## config.mk

```make
export PLATFORM = sky130hd
export DESIGN_NAME = bcd_to_unsigned_flat
export DESIGN_NICKNAME = d
export VERILOG_FILES = /design/src/rtl/bcd_to_unsigned_if.sv /design/src/rtl/bcd_to_unsigned.sv /design/src/flat_wrapper.sv
export SDC_FILE = /design/constraint.sdc
export NUM_CORES = 1
export LEC_CHECK = 0
export ABC_AREA = 0
export ABC_CLOCK_PERIOD_IN_PS = 1800
export CAP_MARGIN = 20
export CORE_MARGIN = 2
export CORE_UTILIZATION = 40
export CTS_CLUSTER_SIZE = 24
export DETAILED_ROUTE_END_ITERATION = 8
export SLEW_MARGIN = 40
export SYNTH_ARGS = -nofsm -noshare
export SYNTH_HDL_FRONTEND = slang
export SYNTH_SLANG_ARGS = --single-unit
export TNS_END_PERCENT = 10
```

## constraint.sdc

```tcl
create_clock -name clk -period 1.8 [get_ports clk]
set_input_delay 0.36 -clock clk [delete_from_list [all_inputs] [get_ports clk]]
set_output_delay 0.36 -clock clk [all_outputs]
set_load 0.02 [all_outputs]
```

## src/rtl/bcd_to_unsigned_if.sv

```systemverilog
// Trigger/idle handshake and result bundle for the BCD-to-binary converter.
// The master drives requests; the slave (converter) returns status and result.
interface bcd_to_unsigned_if #(
    parameter int N_DIGITS = 4,
    parameter int BIN_W    = 14
);
    logic                    trigger;
    logic [4*N_DIGITS-1:0]   bcd;
    logic                    idle;
    logic [BIN_W-1:0]        out;
    logic                    done;
    logic                    err;

    modport master (
        output trigger, bcd,
        input  idle, out, done, err
    );

    modport slave (
        input  trigger, bcd,
        output idle, out, done, err
    );
endinterface

```

## src/rtl/bcd_to_unsigned.sv

```systemverilog
// Multi-cycle packed-BCD to unsigned binary converter (reverse double dabble).
// Rejects requests containing a non-decimal digit with a single-cycle err/done.
module bcd_to_unsigned #(
    parameter int N_DIGITS = 4,
    parameter int BIN_W    = 14
) (
    input logic              clk,
    input logic              reset,
    bcd_to_unsigned_if.slave bus
);
    localparam int BCD_W = 4 * N_DIGITS;
    localparam int CNT_W = $clog2(BCD_W + 1);
    localparam logic [CNT_W-1:0] LAST = CNT_W'(BCD_W);

    typedef enum logic [1:0] {
        S_IDLE  = 2'd0,
        S_SHIFT = 2'd1,
        S_SUB3  = 2'd2
    } state_t;

    state_t state, state_nx;

    logic [BCD_W-1:0] dig;
    logic [BCD_W-1:0] acc;
    logic [BCD_W-1:0] dig_sub;
    logic [BCD_W-1:0] dig_sh;
    logic [BCD_W-1:0] acc_sh;
    logic [CNT_W-1:0] count;
    logic [BIN_W-1:0] out_q;
    logic             done_q;
    logic             err_q;
    logic             bad;
    logic             last;

    always_comb begin
        bad = 1'b0;
        for (int i = 0; i < N_DIGITS; i++) begin
            if (bus.bcd[4*i +: 4] > 4'd9) bad = 1'b1;
        end
    end

    // Per-digit correction; wraps within the nibble, no borrow between digits
    always_comb begin
        dig_sub = dig;
        for (int i = 0; i < N_DIGITS; i++) begin
            if (dig[4*i +: 4] >= 4'd8) begin
                dig_sub[4*i +: 4] = dig[4*i +: 4] - 4'd3;
            end
        end
    end

    assign dig_sh = {1'b0, dig[BCD_W-1:1]};
    assign acc_sh = {dig[0], acc[BCD_W-1:1]};
    assign last   = (count == LAST);

    always_ff @(posedge clk) begin
        if (reset) state <= S_IDLE;
        else       state <= state_nx;
    end

    always_comb begin
        state_nx = state;
        unique case (state)
            S_IDLE:  if (bus.trigger && !bad) state_nx = S_SHIFT;
            S_SHIFT: state_nx = last ? S_IDLE : S_SUB3;
            S_SUB3:  state_nx = S_SHIFT;
            default: state_nx = S_IDLE;
        endcase
    end

    always_comb begin
        bus.idle = (state == S_IDLE);
        bus.out  = out_q;
        bus.done = done_q;
        bus.err  = err_q;
    end

    // After the final shift the value sits right-aligned in acc
    always_ff @(posedge clk) begin
        if (reset) begin
            dig    <= '0;
            acc    <= '0;
            count  <= '0;
            out_q  <= '0;
            err_q  <= 1'b0;
            done_q <= 1'b0;
        end else begin
            done_q <= 1'b0;
            unique case (state)
                S_IDLE: begin
                    if (bus.trigger) begin
                        if (bad) begin
                            err_q  <= 1'b1;
                            out_q  <= '0;
                            done_q <= 1'b1;
                        end else begin
                            err_q <= 1'b0;
                            dig   <= bus.bcd;
                            acc   <= '0;
                            count <= CNT_W'(1);
                        end
                    end
                end
                S_SHIFT: begin
                    dig <= dig_sh;
                    acc <= acc_sh;
                    if (last) begin
                        out_q  <= acc_sh[BIN_W-1:0];
                        done_q <= 1'b1;
                    end else begin
                        count <= count + CNT_W'(1);
                    end
                end
                S_SUB3: dig <= dig_sub;
                default: ;
            endcase
        end
    end
endmodule
```

## src/flat_wrapper.sv

```systemverilog
// flat-port wrapper written by rule: the top's interface ports become plain ports
module bcd_to_unsigned_flat 
#(
    parameter int N_DIGITS = 4,
    parameter int BIN_W    = 14
)
  (clk, reset, bus_trigger, bus_bcd, bus_idle, bus_out, bus_done, bus_err);
  bcd_to_unsigned_if #(.N_DIGITS(N_DIGITS), .BIN_W(BIN_W)) bus_i ();
  input logic clk;
  input logic reset;
  input wire logic [$bits(bus_i.trigger)-1:0] bus_trigger;
  input wire logic [$bits(bus_i.bcd)-1:0] bus_bcd;
  output wire logic [$bits(bus_i.idle)-1:0] bus_idle;
  output wire logic [$bits(bus_i.out)-1:0] bus_out;
  output wire logic [$bits(bus_i.done)-1:0] bus_done;
  output wire logic [$bits(bus_i.err)-1:0] bus_err;
  assign bus_i.trigger = bus_trigger;
  assign bus_i.bcd = bus_bcd;
  assign bus_idle = bus_i.idle;
  assign bus_out = bus_i.out;
  assign bus_done = bus_i.done;
  assign bus_err = bus_i.err;
  bcd_to_unsigned #(.N_DIGITS(N_DIGITS), .BIN_W(BIN_W)) u_core (.clk(clk), .reset(reset), .bus(bus_i));
endmodule
```

==> metrics.json <==
{
  "status": {
    "run_status": "finished, final reports clean"
  },
  "sta": {
    "finalCriticalPeriod_ps": 1750,
    "max-slew-margin-rel": 0.679,
    "timing.final.setup_violations": 0,
    "finalHoldViolations": 0,
    "layout_setup_ws_ps": 54.0,
    "post_route_fraction_of_the_period_consumed_by_the_critical_path": 0.970,
    "final.setup_skew_ps": 6.48,
    "worst_hold_slack_ps": 447,
    "max_fclk_mhz": 573,
    "worst_pin_slew_ps": 481,
    "rsz0062_at_grt": "yes",
    "slew_violations": 0
  },
  "floorplan": {
    "core_um2": 6680,
    "effective_utilization_at_floorplan": 0.408,
    "top_level_pins": 36,
    "die_h_um": 86.6,
    "die-area_um2": 7500,
    "floorplan.rows": 30,
    "die_x_um": 86.6
  },
  "drt": {
    "finalWirelength_um": 6600,
    "drt-wirelength-per-cell_um": 14.2,
    "antenna_left": 0,
    "route.detailed.vias_per_inst": 5.43,
    "drt_first_iter_violations": 75,
    "number_of_remaining_drc_errors": 0,
    "via_count": 2521,
    "number_of_detailed_route_iterations_in_the_first_pass": 4
  },
  "placement": {
    "pre_cts_slack_ps": -408,
    "dp_hpwl_um": 4620,
    "port_buffers": 35,
    "gp_routability_congestion": 0.771
  },
  "clock_tree": {
    "cts_buffers": 5,
    "number_of_levels_the_h_tree_was_split_into": 2,
    "cts.path.max_buffers": 2,
    "clk_pin_slew_worst_paths_ps": 100,
    "postCtsHoldBufs": 0,
    "cts.root.buffer_cell": "clkbuf_8",
    "clock_sink_count": 54,
    "clock_network_latency_to_the_later_pin_of_the_worst_skew_pair_ps": 320,
    "tritoncts": "yes"
  },
  "global_route": {
    "largest_net_degree_at_the_start_of_global_routing": 47,
    "grt_pass1_vias": 2357,
    "grt.overflow.total": 0,
    "grt_first_pass_wirelength_um": 10700,
    "grt_antenna_before_repair": 0,
    "track_usage": 0.178
  },
  "worst_setup_path": {
    "critPathArrivalTime_ps": 2000,
    "cp_cell_sequence": "inv_2, ha_4, buf_4, a211oi_1, nand2_1, or3_1, a21oi_1",
    "crit_start": "u_core.state[0]$_SDFFE_PP0P_",
    "timing.rr.start": "u_core.state[0]$_SDFFE_PP0P_",
    "critical_path.max_fanout": 7,
    "worst_path_required_time_ps": 2050,
    "timing.critical_path.slowest_cell_delay_ps": 390,
    "crit_path_start_kind": "flip-flop",
    "crit_end_element": "flip-flop",
    "ws_path_type": "reg -> reg",
    "worst_path_max_delay_cell": "dfxtp_4"
  },
  "power": {
    "power_leakage_nw": 1.43,
    "worst_ir_drop_vdd_v": 0.000455,
    "powerDensity_nw_per_um2": 643
  },
  "synthesis": {
    "synthesis.nets": 339,
    "syn_area_um2": 2730,
    "synthMostInstantiatedCell": "dfxtp_1",
    "synth.avg_cell_area_um2": 8.95,
    "synth_sequential_area_ratio": 0.396,
    "synth_cell_type_count": 45,
    "async_reset_ff_frac": 0,
    "synth_ff_type": "dfxtp_1",
    "synth-edff-count": 0,
    "yosys.area.top_type": "dfxtp_1",
    "post_synth_inst_count": 305,
    "synth_top_cells_by_count": "dfxtp_1, a21oi_1, nand2_1",
    "synth-warning-count": 0,
    "yosys-top-cells-area": "dfxtp_1, ha_1, a22o_1, a21oi_1, nand2_1",
    "post-synth-top-area-fraction": 0.396,
    "synth.ff_latch_count": 54
  },
  "layout": {
    "finalNetCount": 417,
    "fillers": 621,
    "drive_gt1_frac": 0.258,
    "syn2layout_area_growth_pct": 40.0,
    "count_of_inserted_antenna_diode_cells": 0
  },
  "worst_hold_path": {
    "hold_start": "bus_bcd[14]",
    "min-delay-path-class": "in -> reg"
  },
  "flow_run": {
    "max_cap_viol_count": 0
  }
}
cells by family after synthesis:
kind of cell	synth area share
AOI/OAI and AO/OA	0.274
and+or+nand+nor	0.186
DFF	0.396
buffers and inverters	0.0619
adders and majority gates	0.0688
xor gates and xnor gates	0.0128
sequential cells by signal, summed over array words and instances, names as in the netlist:
register         count
u_core.count         5
u_core.state         2
u_core.bus.done      1
u_core.bus.out      14
u_core.acc          15
u_core.dig          16
u_core.bus.err       1
cell type report:
cell class,instances,area (um2),share of cell area
Clock inverter,3,28.8,0.00753
Timing Repair Buffer,89,793,0.208
Tap cell,80,100,0.0262
Sequential cell,54,1090,0.285
Multi-Input combinational cell,211,1660,0.434
Inverter,22,82.6,0.0216
Clock buffer,5,68.8,0.0180
per-stage QoR:
stage / instances / power (mW) / TNS (ps) / util / instance area (um2)
floorplan: 305 / 1.49 / 0 / - / 2740
global placement: 447 / 1.68 / -18420 / 0.516 / 3450
detailed placement: 447 / 1.68 / -15720 / 0.517 / 3460
CTS: 456 / 2.43 / 0 / 0.542 / 3620
global route: 464 / 2.56 / -74.0 / 0.572 / 3820
finish: 464 / 2.46 / 0 / 0.572 / 3820
final timing paths:
kind / to / slack [ps] / cells past startpoint
setup / recovery: u_core.dig[13]$_SDFFE_PP0P_ / 50 / 7
hold / removal: u_core.dig[14]$_SDFFE_PP0P_ / 450 / 3
setup reg to reg: u_core.dig[13]$_SDFFE_PP0P_ / 50 / 7
hold reg to reg: u_core.acc[1]$_SDFFE_PP0P_ / 460 / 2
report_power, final:
part           internal, mW  switching, mW  leakage [nW]
clock                 0.289          0.445        0.0502
sequential             1.22         0.0349         0.438
combinational         0.235          0.229         0.937
cells in the final DEF (no fill, tap or decap), types with 4 or more instances in the layout:
master           Yosys  layout
nor2b_1              9       7
ha_4                 0       4
inv_1               21      18
xnor2_1              4       4
inv_2                1       4
nand2_1             22      21
nor2_1              14      14
a221oi_1             8       8
nand3_1              5       5
o22ai_1             11      11
buf_4                1      50
a21oi_1             22      21
clkdlybuf4s50_1      0      26
a211oi_2             1       4
or3_1               11      11
nand2b_1            12      12
clkbuf_8             0       5
dfxtp_1             54      52
o21ai_2              4       4
o21ai_0              8       8
o31ai_1              5       5
ha_1                15      11
dlygate4sd2_1        0       5
a221o_1              7       7
nand3b_1             4       4
a22o_1              14      14
worst max-delay path, delay by kind of cell (launching register included):
family / cells / cell delay, ps
flip-flops: 1 / 390
AND/OR/NAND/NOR: 2 / 530
adder cells (fa/ha/maj): 1 / 180
AO/OA/AOI/OAI: 2 / 360
buffers and inverters: 2 / 220
metal layers:
layer | track usage | part of all wire | vias up
met3 | 0.0295 | 0.027 | 8
li1 | - | - | 1266
met2 | 0.313 | 0.50 | 52
met5 | 0 | 0 | -
met4 | 0.0455 | 0.010 | 0
met1 | 0.225 | 0.46 | 1195
what timing repair did:
item,CTS,global route
buffers inserted,1,8
endpoints found under the setup margin,43,44
gates resized for setup,22,25
pin swaps,13,18
Note: power is estimated with default switching activity, not from simulation.
